==> config.mk <==
export PLATFORM = sky130hd
export DESIGN_NAME = serial_subtractor_16_flat
export DESIGN_NICKNAME = d
export VERILOG_FILES = /design/src/rtl/serial_subtractor_16_if.sv /design/src/rtl/serial_subtractor_16.sv /design/src/flat_wrapper.sv
export SDC_FILE = /design/constraint.sdc
export NUM_CORES = 1
export LEC_CHECK = 0
export ABC_AREA = 1
export BUFFER_PORTS_ARGS = -buffer_cell sky130_fd_sc_hd__buf_2
export CORE_UTILIZATION = 30
export DETAILED_ROUTE_END_ITERATION = 6
export SLEW_MARGIN = 15
export SYNTH_ARGS = -nofsm -noshare
export SYNTH_HDL_FRONTEND = slang
export SYNTH_SLANG_ARGS = --single-unit
==> constraint.sdc <==
create_clock -name clk -period 4.25 [get_ports clk]
set_input_delay 0.2125 -clock clk [delete_from_list [all_inputs] [get_ports clk]]
set_output_delay 0.2125 -clock clk [all_outputs]
set_load 0.005 [all_outputs]
==> src/rtl/serial_subtractor_16_if.sv <==
// Start/busy/done handshake and operand/result bus of serial_subtractor_16.
// The requester uses the master modport, the subtractor uses the slave modport.
interface serial_subtractor_16_if #(
    parameter int WIDTH = 16
);
    logic             start;
    logic [WIDTH-1:0] in1;
    logic [WIDTH-1:0] in2;
    logic             b_in;
    logic             busy;
    logic             done;
    logic [WIDTH-1:0] diff;
    logic             b_out;
    logic             ovf;
    logic             zero;

    modport master (
        output start, in1, in2, b_in,
        input  busy, done, diff, b_out, ovf, zero
    );

    modport slave (
        input  start, in1, in2, b_in,
        output busy, done, diff, b_out, ovf, zero
    );
endinterface

==> src/rtl/serial_subtractor_16.sv <==
// Multi-cycle two's-complement subtractor: in1 - in2 - b_in, one SLICE_W-bit
// slice per clock, LSB slice first, with a registered borrow between slices.
module serial_subtractor_16 #(
    parameter int WIDTH   = 16,
    parameter int SLICE_W = 4
) (
    input logic                  clk,
    input logic                  rst_n,
    serial_subtractor_16_if.slave bus
);
    localparam int N     = WIDTH / SLICE_W;
    localparam int CNT_W = (N > 1) ? $clog2(N) : 1;
    localparam logic [CNT_W-1:0] LAST = CNT_W'(N - 1);

    if (!(SLICE_W == 1 || SLICE_W == 2 || SLICE_W == 4 || SLICE_W == 8 || SLICE_W == 16)
        || (WIDTH % SLICE_W) != 0) begin : g_bad_slice
        $error("serial_subtractor_16: SLICE_W=%0d is illegal for WIDTH=%0d", SLICE_W, WIDTH);
    end

    typedef enum logic [1:0] {
        S_IDLE,
        S_RUN,
        S_DONE
    } state_t;

    state_t state_q, state_d;

    logic [WIDTH-1:0] a_sh_q, b_sh_q, res_sh_q;
    logic [WIDTH-1:0] res_d;
    logic             a_msb_q, b_msb_q;
    logic             borrow_q;
    logic [CNT_W-1:0] cnt_q;
    logic [WIDTH-1:0] diff_q;
    logic             b_out_q, ovf_q, zero_q;
    logic [SLICE_W:0] slice_full;

    // The extra top bit of the slice subtraction is the borrow into the next slice.
    // Result slices enter from the top and shift down, so after N slices slice 0
    // sits at the LSB.
    always_comb begin
        slice_full = {1'b0, a_sh_q[SLICE_W-1:0]} - {1'b0, b_sh_q[SLICE_W-1:0]}
                   - (SLICE_W + 1)'(borrow_q);
        res_d      = (res_sh_q >> SLICE_W)
                   | (WIDTH'(slice_full[SLICE_W-1:0]) << (WIDTH - SLICE_W));
    end

    always_comb begin
        // NOTE: every always_comb output gets a default first so no path leaves it unassigned (no latch).
        state_d = state_q;
        unique case (state_q)
            S_IDLE:  if (bus.start) state_d = S_RUN;
            S_RUN:   if (cnt_q == LAST) state_d = S_DONE;
            S_DONE:  state_d = S_IDLE;
            default: state_d = S_IDLE;
        endcase
    end

    // NOTE: sequential state uses non-blocking assignments so all registers update from pre-edge values.
    always_ff @(posedge clk or negedge rst_n) begin
        if (!rst_n) begin
            state_q <= S_IDLE;
        end else begin
            state_q <= state_d;
        end
    end

    always_ff @(posedge clk or negedge rst_n) begin
        if (!rst_n) begin
            a_sh_q   <= '0;
            b_sh_q   <= '0;
            res_sh_q <= '0;
            a_msb_q  <= 1'b0;
            b_msb_q  <= 1'b0;
            borrow_q <= 1'b0;
            cnt_q    <= '0;
            diff_q   <= '0;
            b_out_q  <= 1'b0;
            ovf_q    <= 1'b0;
            zero_q   <= 1'b0;
        end else if (state_q == S_IDLE && bus.start) begin
            a_sh_q   <= bus.in1;
            b_sh_q   <= bus.in2;
            a_msb_q  <= bus.in1[WIDTH-1];
            b_msb_q  <= bus.in2[WIDTH-1];
            borrow_q <= bus.b_in;
            cnt_q    <= '0;
        end else if (state_q == S_RUN) begin
            a_sh_q   <= a_sh_q >> SLICE_W;
            b_sh_q   <= b_sh_q >> SLICE_W;
            res_sh_q <= res_d;
            borrow_q <= slice_full[SLICE_W];
            cnt_q    <= cnt_q + 1'b1;
            // Visible results only move on the final slice; flags use the full result.
            if (cnt_q == LAST) begin
                diff_q  <= res_d;
                b_out_q <= slice_full[SLICE_W];
                ovf_q   <= (a_msb_q != b_msb_q) && (res_d[WIDTH-1] != a_msb_q);
                zero_q  <= (res_d == '0);
            end
        end
    end

    assign bus.busy  = (state_q == S_RUN);
    assign bus.done  = (state_q == S_DONE);
    assign bus.diff  = diff_q;
    assign bus.b_out = b_out_q;
    assign bus.ovf   = ovf_q;
    assign bus.zero  = zero_q;
endmodule

==> src/flat_wrapper.sv <==
// flat-port wrapper written by rule: the top's interface ports become plain ports
module serial_subtractor_16_flat 
#(
    parameter int WIDTH   = 16,
    parameter int SLICE_W = 4
)
  (clk, rst_n, bus_start, bus_in1, bus_in2, bus_b_in, bus_busy, bus_done, bus_diff, bus_b_out, bus_ovf, bus_zero);
  serial_subtractor_16_if #(.WIDTH(WIDTH)) bus_i ();
  input logic clk;
  input logic rst_n;
  input wire logic [$bits(bus_i.start)-1:0] bus_start;
  input wire logic [$bits(bus_i.in1)-1:0] bus_in1;
  input wire logic [$bits(bus_i.in2)-1:0] bus_in2;
  input wire logic [$bits(bus_i.b_in)-1:0] bus_b_in;
  output wire logic [$bits(bus_i.busy)-1:0] bus_busy;
  output wire logic [$bits(bus_i.done)-1:0] bus_done;
  output wire logic [$bits(bus_i.diff)-1:0] bus_diff;
  output wire logic [$bits(bus_i.b_out)-1:0] bus_b_out;
  output wire logic [$bits(bus_i.ovf)-1:0] bus_ovf;
  output wire logic [$bits(bus_i.zero)-1:0] bus_zero;
  assign bus_i.start = bus_start;
  assign bus_i.in1 = bus_in1;
  assign bus_i.in2 = bus_in2;
  assign bus_i.b_in = bus_b_in;
  assign bus_busy = bus_i.busy;
  assign bus_done = bus_i.done;
  assign bus_diff = bus_i.diff;
  assign bus_b_out = bus_i.b_out;
  assign bus_ovf = bus_i.ovf;
  assign bus_zero = bus_i.zero;
  serial_subtractor_16 #(.WIDTH(WIDTH), .SLICE_W(SLICE_W)) u_core (.clk(clk), .rst_n(rst_n), .bus(bus_i));
endmodule
==> results.txt <==
TritonCTS built the clock tree. The slowest stage of the critical path belongs to the cell sky130_fd_sc_hd__nand2_2. CTS saw 70 sinks. Among all flip-flop cells after synthesis, the most frequent one is sky130_fd_sc_hd__dfrtp_1. The run gives 95 as the starting DRC count in detailed routing. 57 I/O pins were placed. The tools report the buffer type at the clock tree root as sky130_fd_sc_hd__clkbuf_8. Summed over all cells, the static leakage comes to 1.86 nW.

The run gives 0 as the initial antenna violation count. In this run, distinct cell masters in the synthesized netlist total 29. The pre-antenna-repair detailed-routing pass consisted of 5 iterations.

In this run, synthesis produced a sequential element count of 70. Sequential elements use 56.9% of the synthesized area. The start-to-end type of the worst setup path is reg2out. For this run, the post-layout net count is 426.

After layout, the minimum clock period comes to 2.01 ns. In the final routed layout, each cell accounts on average for 12.5 µm. Number of hold violations in the final report: 0. For the worst setup path, the data required time is 4.04 ns. The proportion of register bits with asynchronous set or reset after synthesis is 100%, and the count of pins over their slew limit is 0.

The routability-driven placement congestion ratio is 0.752. Setup violations remaining at the end of the flow were counted as 0. The design draws 0.00294 W.

The largest delay contributor family on the critical path is buffers and inverters. The clock passes through at most 2 buffers. For this run, the slowest stage of the critical path takes 0.43 ns.

The synthesized instance count was 327. Setup repair after global routing left no endpoint under its margin. Counting flops with a built-in enable in the synthesized netlist gives 0. Of all nets on the critical path, the largest fanout is 38. The tools report the synthesized netlist net count as 370. The worst IR drop on VDD was 0.251 mV; the placed wire-length estimate after detailed placement was 4.53 mm.

In this run the tool buffered the top-level ports with 56 buffer cells. The overall fraction of global-route tracks in use is 14.0%. The number of clock buffers inserted by TritonCTS is 9. For the maximum clock rate, the log shows 497 MHz. For this block, the routed nets add up to 6.48 mm of wire. The run finished with clean final reports. The count of nets left with antenna violations once routing finished came out at 0.

STA classifies the critical path startpoint as a flip-flop. At the later pin of the worst-skew pair, clock insertion delay measures 0.34 ns. The die covers 0.0107 mm².

The critical path goes through inv_1, nand2_2, inv_4, buf_2. The run gives 0 as the max capacitance violation total. The via count normalized by instance count is 4.50. Leaving out fill and tap cells, the most frequent cells in the layout are 106 x sky130_fd_sc_hd__nand2_1, 70 x sky130_fd_sc_hd__dfrtp_1, 56 x sky130_fd_sc_hd__buf_2.

The post-cts sizing count was 0; the final antenna diode count was 0. The most common library cell in the layout ignoring fill and taps was sky130_fd_sc_hd__nand2_1. For this configuration, the core starts out at a cell density of 31.2%.

The detailed router placed 2338 vias in this run. The H-tree was split into 3 levels. The final critical path takes up 47.4% of the cycle. The number of warning messages in the yosys log was 0; the final setup skew was 0.0102 ns.

Count of buffers added by post-CTS timing repair for setup: 0. The total area inside the core boundary comes to 0.00986 mm². The number of core rows is 36. Counting both buffers and inverters, the worst setup path holds a total of 3. In this run the cell area of the synthesized design comes to 0.00308 mm². The maximum number of pins on one net before global-route repair is 44. The tightest min-delay check is of the in2reg type. The summed negative setup slack over all endpoints is 0 ns, and the transition at the pin with the smallest max-transition slack is 0.771 ns.

The area growth from synthesis to layout is 18.2%. The post-synthesis area per instance works out to 9.42 µm². The run gives 0 as the overall overflow remaining after global route. The clock-pin slew on the worst setup and hold paths was 0.07 ns; the x dimension of the die was 103 µm. For this run, design rule violations remaining after detail routing come to 0. The share of post-route cells with drive strength above 1 is 21.0%. For the worst setup path, the data arrival time is 1.80 ns.

The overall die height came out at 103 µm. Nature of the critical path endpoint: an output port. For this design the ratio of total power to cell area is 807 mW/mm². The first global-routing pass estimated 11.2 mm of wire. In this run the tightest slew margin relative to its limit is 48.4%. The via count of the first global-routing pass was 2304.
[final timing paths]
path / start / cells after the start / to / slack [ns]
max: u_core.state_q[1] / 4 / bus_busy / 2.24
min reg2reg: u_core.bus.diff[3] / 2 / u_core.bus.diff[3] / 0.47
max reg2reg: u_core.borrow_q / 9 / u_core.bus.zero / 2.33
min in group asynchronous: rst_n / 2 / u_core.bus.diff[7] / 0.43
min: bus_in2[11] / 3 / u_core.b_sh_q[11] / 0.09
max in group asynchronous: rst_n / 3 / u_core.res_sh_q[8] / 2.84
[cell type report]
cell class	count	area, µm²
clock buffer	13	159
clock inverter	1	30.0
fill	1018	6220
inverter	43	169
multi-input combinational	201	1070
sequential	70	1750
tap	133	166
timing repair buffer	58	298
[report_power, final]
part / total, W / switching (W) / internal (W)
Combinational: 0.00129 / 0.000816 / 0.000472
Clock: 0.000524 / 0.000227 / 0.000298
Sequential: 0.00113 / 0.000151 / 0.000974
Total: 0.00294 / 0.00119 / 0.00174
[flip-flops by register name, indices dropped and copies added (netlist names)]
signal	cells
u_core.a_msb_q	1
u_core.a_sh_q	16
u_core.b_msb_q	1
u_core.b_sh_q	16
u_core.borrow_q	1
u_core.bus.b_out	1
u_core.bus.diff	16
u_core.bus.ovf	1
u_core.bus.zero	1
u_core.cnt_q	2
u_core.res_sh_q	12
u_core.state_q	2
[stage by stage]
stage / setup slack [ns] / cells / hold slack, ns / cell area, µm² / util, %
floorplan: 2.54 / 327 / -0.0831 / 3080 / -
global placement: 2.39 / 504 / 0.261 / 3440 / 34.9
detailed placement: 2.35 / 504 / 0.271 / 3440 / 34.9
CTS: 2.22 / 519 / 0.0703 / 3640 / 36.9
global route: 2.04 / 519 / 0.0816 / 3640 / 36.9
finish: 2.24 / 519 / 0.0877 / 3640 / 36.9
[logic make-up after synthesis]
kind of cell / Yosys count / synth area share (%)
AOI/OAI and AO/OA: 59 / 13.0
adders and majority gates: 7 / 3.33
buffers and inverters: 56 / 8.45
DFF: 70 / 56.9
and+or+nand+nor: 135 / 18.3
[cells in the mapped netlist, types with 3 or more instances]
cell type | instances | area (µm²)
sky130_fd_sc_hd__buf_6 | 3 | 33.8
sky130_fd_sc_hd__buf_4 | 3 | 22.5
sky130_fd_sc_hd__dfrtp_1 | 70 | 1750
sky130_fd_sc_hd__buf_2 | 7 | 35.0
sky130_fd_sc_hd__o21ai_0 | 12 | 60.1
sky130_fd_sc_hd__a22o_1 | 7 | 61.3
sky130_fd_sc_hd__o21ai_1 | 15 | 75.1
sky130_fd_sc_hd__nand3_1 | 12 | 60.1
sky130_fd_sc_hd__o211ai_2 | 3 | 37.5
sky130_fd_sc_hd__a21oi_1 | 3 | 15.0
sky130_fd_sc_hd__o221ai_1 | 8 | 70.1
sky130_fd_sc_hd__inv_1 | 39 | 146
sky130_fd_sc_hd__ha_1 | 5 | 62.6
sky130_fd_sc_hd__o211ai_1 | 8 | 60.1
sky130_fd_sc_hd__nor2_1 | 9 | 33.8
sky130_fd_sc_hd__nand2_1 | 106 | 398
[worst min-delay path: stages]
cell	delay, ns
sky130_fd_sc_hd__buf_2	0.08
sky130_fd_sc_hd__a22oi_1	0.05
sky130_fd_sc_hd__nand2_1	0.05
[metal layers]
layer  wire, µm  GRT usage (%)  vias to the layer above  part of all wire (%)
met5          0              0                        -                     0
met4        102           5.96                        0                   1.6
met3        337           4.10                        6                   5.2
met2       2770           21.1                       68                    43
met1       3270           18.9                     1093                    50
li1           -              -                     1171                     -
[timing repair]
item                                   in CTS  in global routing
hold buffers                                1                  0
setup endpoints to repair                   0                  0
endpoints found under the hold margin      27                  0
(Power assumes the default switching activity.)
